### src/rtl/comparador_pkg.sv
// Shared constants for the bit-serial comparator: cell state codes and FSM encodings.
package comparador_pkg;

  localparam logic [1:0] ST_EQ = 2'b01;
  localparam logic [1:0] ST_GT = 2'b10;
  localparam logic [1:0] ST_LT = 2'b11;

  localparam logic [1:0] S_IDLE  = 2'd0;
  localparam logic [1:0] S_SHIFT = 2'd1;
  localparam logic [1:0] S_DONE  = 2'd2;

endpackage

### src/rtl/comparador_serial_ctrl_celda.sv
// celdaTipica: one left-to-right comparator cell. {p,q} is the verdict so far,
// {P,Q} the verdict after this bit pair. GT/LT absorb; the illegal 00 passes through.
module celdaTipica
  import comparador_pkg::*;
(
  input  logic Ai,
  input  logic Bi,
  input  logic p,
  input  logic q,
  output logic P,
  output logic Q
);

  always_comb begin
    {P, Q} = {p, q};
    if ({p, q} == ST_EQ) begin
      if (Ai && !Bi) begin
        {P, Q} = ST_GT;
      end else if (!Ai && Bi) begin
        {P, Q} = ST_LT;
      end
    end
  end

endmodule

### src/rtl/comparador_serial_ctrl.sv
// Bit-serial N-bit magnitude comparator: one celdaTipica clocked MSB first.
// Optional macro COMPARADOR_EARLY_EXIT_EN ends the run once the verdict is decided.
module comparador_serial_ctrl
  import comparador_pkg::*;
#(
  parameter int N = 8
) (
  input  logic         clk,
  input  logic         reset,
  input  logic         start,
  input  logic [N-1:0] A,
  input  logic [N-1:0] B,
  output logic         busy,
  output logic         done,
  output logic         mayor,
  output logic         menor,
  output logic         igual,
  output logic [1:0]   estado
);

  // state   | meaning
  // S_IDLE  | waiting for start; verdict of last run held
  // S_SHIFT | one bit pair per clock through the cell, MSB first
  // S_DONE  | single-cycle done pulse; start here begins the next run
  localparam int CW = $clog2(N) + 1;

  logic [1:0]    state_q, state_d;
  logic [1:0]    pq_q, pq_d;
  logic [N-1:0]  sha_q, sha_d;
  logic [N-1:0]  shb_q, shb_d;
  logic [CW-1:0] cnt_q, cnt_d;
  logic          mayor_q, mayor_d;
  logic          menor_q, menor_d;
  logic          igual_q, igual_d;
  logic          cell_p, cell_q;
  logic [1:0]    pq_next;
  logic          last_bit;

  celdaTipica u_celda (
    .Ai (sha_q[N-1]),
    .Bi (shb_q[N-1]),
    .p  (pq_q[1]),
    .q  (pq_q[0]),
    .P  (cell_p),
    .Q  (cell_q)
  );

  assign pq_next = {cell_p, cell_q};

`ifdef COMPARADOR_EARLY_EXIT_EN
  assign last_bit = (cnt_q == CW'(1)) || (pq_next != ST_EQ);
`else
  assign last_bit = (cnt_q == CW'(1));
`endif

  always_comb begin
    state_d = state_q;
    pq_d    = pq_q;
    sha_d   = sha_q;
    shb_d   = shb_q;
    cnt_d   = cnt_q;
    mayor_d = mayor_q;
    menor_d = menor_q;
    igual_d = igual_q;
    case (state_q)
      S_IDLE, S_DONE: begin
        state_d = S_IDLE;
        if (start) begin
          state_d = S_SHIFT;
          sha_d   = A;
          shb_d   = B;
          pq_d    = ST_EQ;
          cnt_d   = CW'(N);
          mayor_d = 1'b0;
          menor_d = 1'b0;
          igual_d = 1'b0;
        end
      end
      S_SHIFT: begin
        pq_d  = pq_next;
        sha_d = sha_q << 1;
        shb_d = shb_q << 1;
        cnt_d = cnt_q - CW'(1);
        if (last_bit) begin
          state_d = S_DONE;
          mayor_d = (pq_next == ST_GT);
          menor_d = (pq_next == ST_LT);
          igual_d = (pq_next == ST_EQ);
        end
      end
      default: state_d = S_IDLE;
    endcase
  end

  always_ff @(posedge clk or posedge reset) begin
    if (reset) begin
      state_q <= S_IDLE;
      pq_q    <= ST_EQ;
      sha_q   <= '0;
      shb_q   <= '0;
      cnt_q   <= '0;
      mayor_q <= 1'b0;
      menor_q <= 1'b0;
      igual_q <= 1'b0;
    end else begin
      state_q <= state_d;
      pq_q    <= pq_d;
      sha_q   <= sha_d;
      shb_q   <= shb_d;
      cnt_q   <= cnt_d;
      mayor_q <= mayor_d;
      menor_q <= menor_d;
      igual_q <= igual_d;
    end
  end

  assign busy   = (state_q == S_SHIFT);
  assign done   = (state_q == S_DONE);
  assign mayor  = mayor_q;
  assign menor  = menor_q;
  assign igual  = igual_q;
  assign estado = pq_q;

endmodule

### config.mk
export PLATFORM = sky130hd
export DESIGN_NAME = comparador_serial_ctrl
export DESIGN_NICKNAME = d
export VERILOG_FILES = /design/src/rtl/comparador_pkg.sv /design/src/rtl/comparador_serial_ctrl_celda.sv /design/src/rtl/comparador_serial_ctrl.sv
export SDC_FILE = /design/constraint.sdc
export NUM_CORES = 1
export LEC_CHECK = 0
export BUFFER_PORTS_ARGS = -buffer_cell sky130_fd_sc_hd__buf_4
export CAP_MARGIN = 15
export CORE_UTILIZATION = 48
export DETAILED_ROUTE_END_ITERATION = 8
export GPL_TIMING_DRIVEN = 0
export PLACE_DENSITY = 0.78
export SLEW_MARGIN = 0
export SYNTH_ARGS = -nofsm -noshare
export SYNTH_HDL_FRONTEND = slang
export SYNTH_SLANG_ARGS = --single-unit
### constraint.sdc
create_clock -name clk -period 1.4 [get_ports clk]
set_clock_uncertainty 0.05 [all_clocks]
set_input_delay 0.14 -clock clk [delete_from_list [all_inputs] [get_ports clk]]
set_output_delay 0.14 -clock clk [all_outputs]
set_load 0.005 [all_outputs]
==> impl_metrics.py <==
metrics = {
    "timing": {
        "setup_slack_ns": -0.04282,
        "worstMarginPinSlew_ns": 0.9861,
        "worst_hold_slack_ns": -0.02442,
        "min_period_ns": 1.443,
        "finalHoldViolations": 26,
        "period_share_pct": 103.1,
        "finalSetupTns_ns": -0.04282,
        "rsz0062_at_grt": "yes",
        "fmax_mhz": 693.1,
        "relSlewSlack_pct": 34.18,
        "drv_slew": 0,
        "setup_viol": 1,
    },
    "finish": {
        "fin_area_um2": 1813,
        "drive_gt1_share_pct": 33.71,
        "final_common_cell": "buf_4",
        "fin_nets": 200,
        "fin_util_pct": 73.18,
        "final_cells": 208,
        "diodes": 0,
        "area_growth_pct": 43.61,
        "layout_common_cells": "buf_4 (38), dfrtp_1 (25), nand2_1 (16), dlygate4sd3_1 (16), nand3_1 (15)",
    },
    "cts": {
        "h-tree-depth": 1,
        "clock_latency_ns": 0.32,
        "cts-root-buf": "clkbuf_4",
        "numClockSinks": 27,
        "cts_tree": "done",
        "clk_pin_slew_worst_paths_ns": 0.15,
        "numCtsBuffers": 3,
        "cts_max_path_buffers": 2,
    },
    "min_path": {
        "hp-class": "input pin to async pin",
    },
    "floorplan": {
        "ios": 26,
        "dieHeight_um": 53.29,
        "placementRows": 18,
        "initial_core_util_pct": 50.96,
        "die_area_um2": 2839,
        "core_area_um2": 2477,
        "fp.dieW_um": 53.29,
    },
    "outcome": {
        "status": "complete, but fails checks",
        "violations": "negative hold slack, negative setup slack",
    },
    "setup_path": {
        "crit_arrival_ns": 1.67,
        "crit_path_cell_trace": "inv_2, ha_4, or3b_4, a211oi_2, o22a_1",
        "required_ns": 1.63,
        "worstSetupEndpointType": "flip-flop",
        "path_buf_inv": 1,
        "cpPeakStageDelay_ns": 0.42,
        "cp_max_fo": 2,
        "path_delay_family": "flip-flops",
        "cp_slowest_cell": "dfrtp_1",
        "crit_path_start_kind": "flip-flop",
        "worstSetupPathType": "flip-flop to flip-flop",
    },
    "routing": {
        "viasPerCell": 5.832,
        "post_drt_wl_per_cell_um": 15.20,
        "postRouteAntennaNets": 0,
        "drc": 0,
        "routed_wl_mm": 3.162,
        "vias": 1213,
        "firstDrtPassIters": 4,
        "first_iter_violations": 46,
    },
    "global_routing": {
        "grt_pass1_wl_mm": 4.816,
        "grt_overflow_total": 0,
        "grt_max_degree": 28,
        "antenna_found_initial": 0,
        "globalRouteTotalUtil_pct": 23.75,
        "grt_pass1_vias": 1117,
    },
    "power": {
        "power.total_mw": 3.567,
        "power_per_cell_area_nw_per_um2": 1967,
        "peakVddDrop_v": 0.001249,
        "leakage_nw": 0.8706,
    },
    "synth": {
        "yosysSeqAreaShare_pct": 53.62,
        "synth_ff_type": "dfrtp_1",
        "syn-cell-area_um2": 1262,
        "async_reset_ff_share_pct": 100.0,
        "synth_edf_count": 0,
        "synth_cell_types": 31,
        "syn-num-nets": 145,
        "avgSynthCellArea_um2": 10.18,
        "synthCells": 124,
        "synth_seq_cells": 27,
        "yosysWarnings": 0,
    },
    "place": {
        "place_inst": 179,
        "dp_hpwl_mm": 1.853,
        "dpl_worst_slack_ns": -0.1273,
        "dpl-instance-area_um2": 1488,
        "gp_congestion": 0.7448,
        "io_buffers": 25,
    },
    "job": {
        "max-cap-violations": 0,
    },
}
## state kept, by name, indices dropped and copies added (netlist names)
signal and count:
estado 2, state_q 2, sha_q 8, cnt_q 4
menor 1, mayor 1, igual 1, shb_q 8
## synth_stat cells (all sizes together), types with 2 or more instances
cell type / n / area share [%]
nand3: 15 / 5.9
ha: 2 / 2.0
dfrtp: 26 / 52
buf: 10 / 4.6
a22o: 2 / 1.4
a22oi: 13 / 7.7
nand2: 16 / 4.8
nor3: 2 / 0.79
o21ai: 5 / 2.0
inv: 5 / 1.5
nor2b: 4 / 2.0
a31oi: 2 / 0.99
a211oi: 2 / 1.6
nor2: 4 / 1.2
nand2b: 2 / 0.99
## worst paths after layout
path / endpoint / slack, ns / cells past startpoint / from
max reg2reg: igual / -0.04 / 5 / cnt_q[1]
min: shb_q[6] / -0.02 / 2 / reset
min reg2reg: sha_q[2] / 0.47 / 2 / sha_q[1]
max: igual / -0.04 / 5 / cnt_q[1]
max in group asynchronous: state_q[0] / 0.67 / 2 / reset
min in group clk: estado[0] / 0.27 / 4 / start
## power breakdown
group	switching, mW	internal, mW
sequential	0.303	1.14
combinational	0.873	0.915
clock	0.232	0.107
## logic make-up (layout without fill, tap and decap cells)
| logic type | count (synthesis) | count (layout) | share of synthesized area (%) |
|---|---|---|---|
| adder cells (fa/ha/maj) | 2 | 2 | 1.982 |
| AND/OR/NAND/NOR | 48 | 48 | 19.42 |
| XOR/XNOR | 1 | 1 | 0.6939 |
| flip-flops | 27 | 27 | 53.62 |
| AO/OA/AOI/OAI | 31 | 31 | 18.24 |
| buffers and inverters | 15 | 69 | 6.045 |
## layout make-up
cell class | count | area, um2
Inverter | 5 | 21.27
Tap cell | 30 | 37.54
Multi-Input combinational cell | 82 | 549.3
Sequential cell | 27 | 678.2
Fill cell | 183 | 664.4
Timing Repair Buffer | 51 | 426.7
Clock buffer | 3 | 22.52
Buffer | 9 | 72.57
Clock inverter | 1 | 5.005
## what timing repair did
| item | CTS | global route |
|---|---|---|
| setup endpoints to repair | 5 | 20 |
| pin swaps | 2 | 0 |
| hold buffers | 16 | 0 |
| hold endpoints to repair | 16 | 0 |
| gates resized for setup | 8 | 13 |
| buffers inserted | 6 | 4 |
## per-layer routing
layer,track usage [%],vias to the layer above,wire length (um)
li1,-,555,-
met1,30.70,596,1297
met2,38.33,53,1634
met4,12.28,0,57
met3,2.874,9,173
met5,0,-,0
Note: power is estimated with default switching activity, not from simulation.
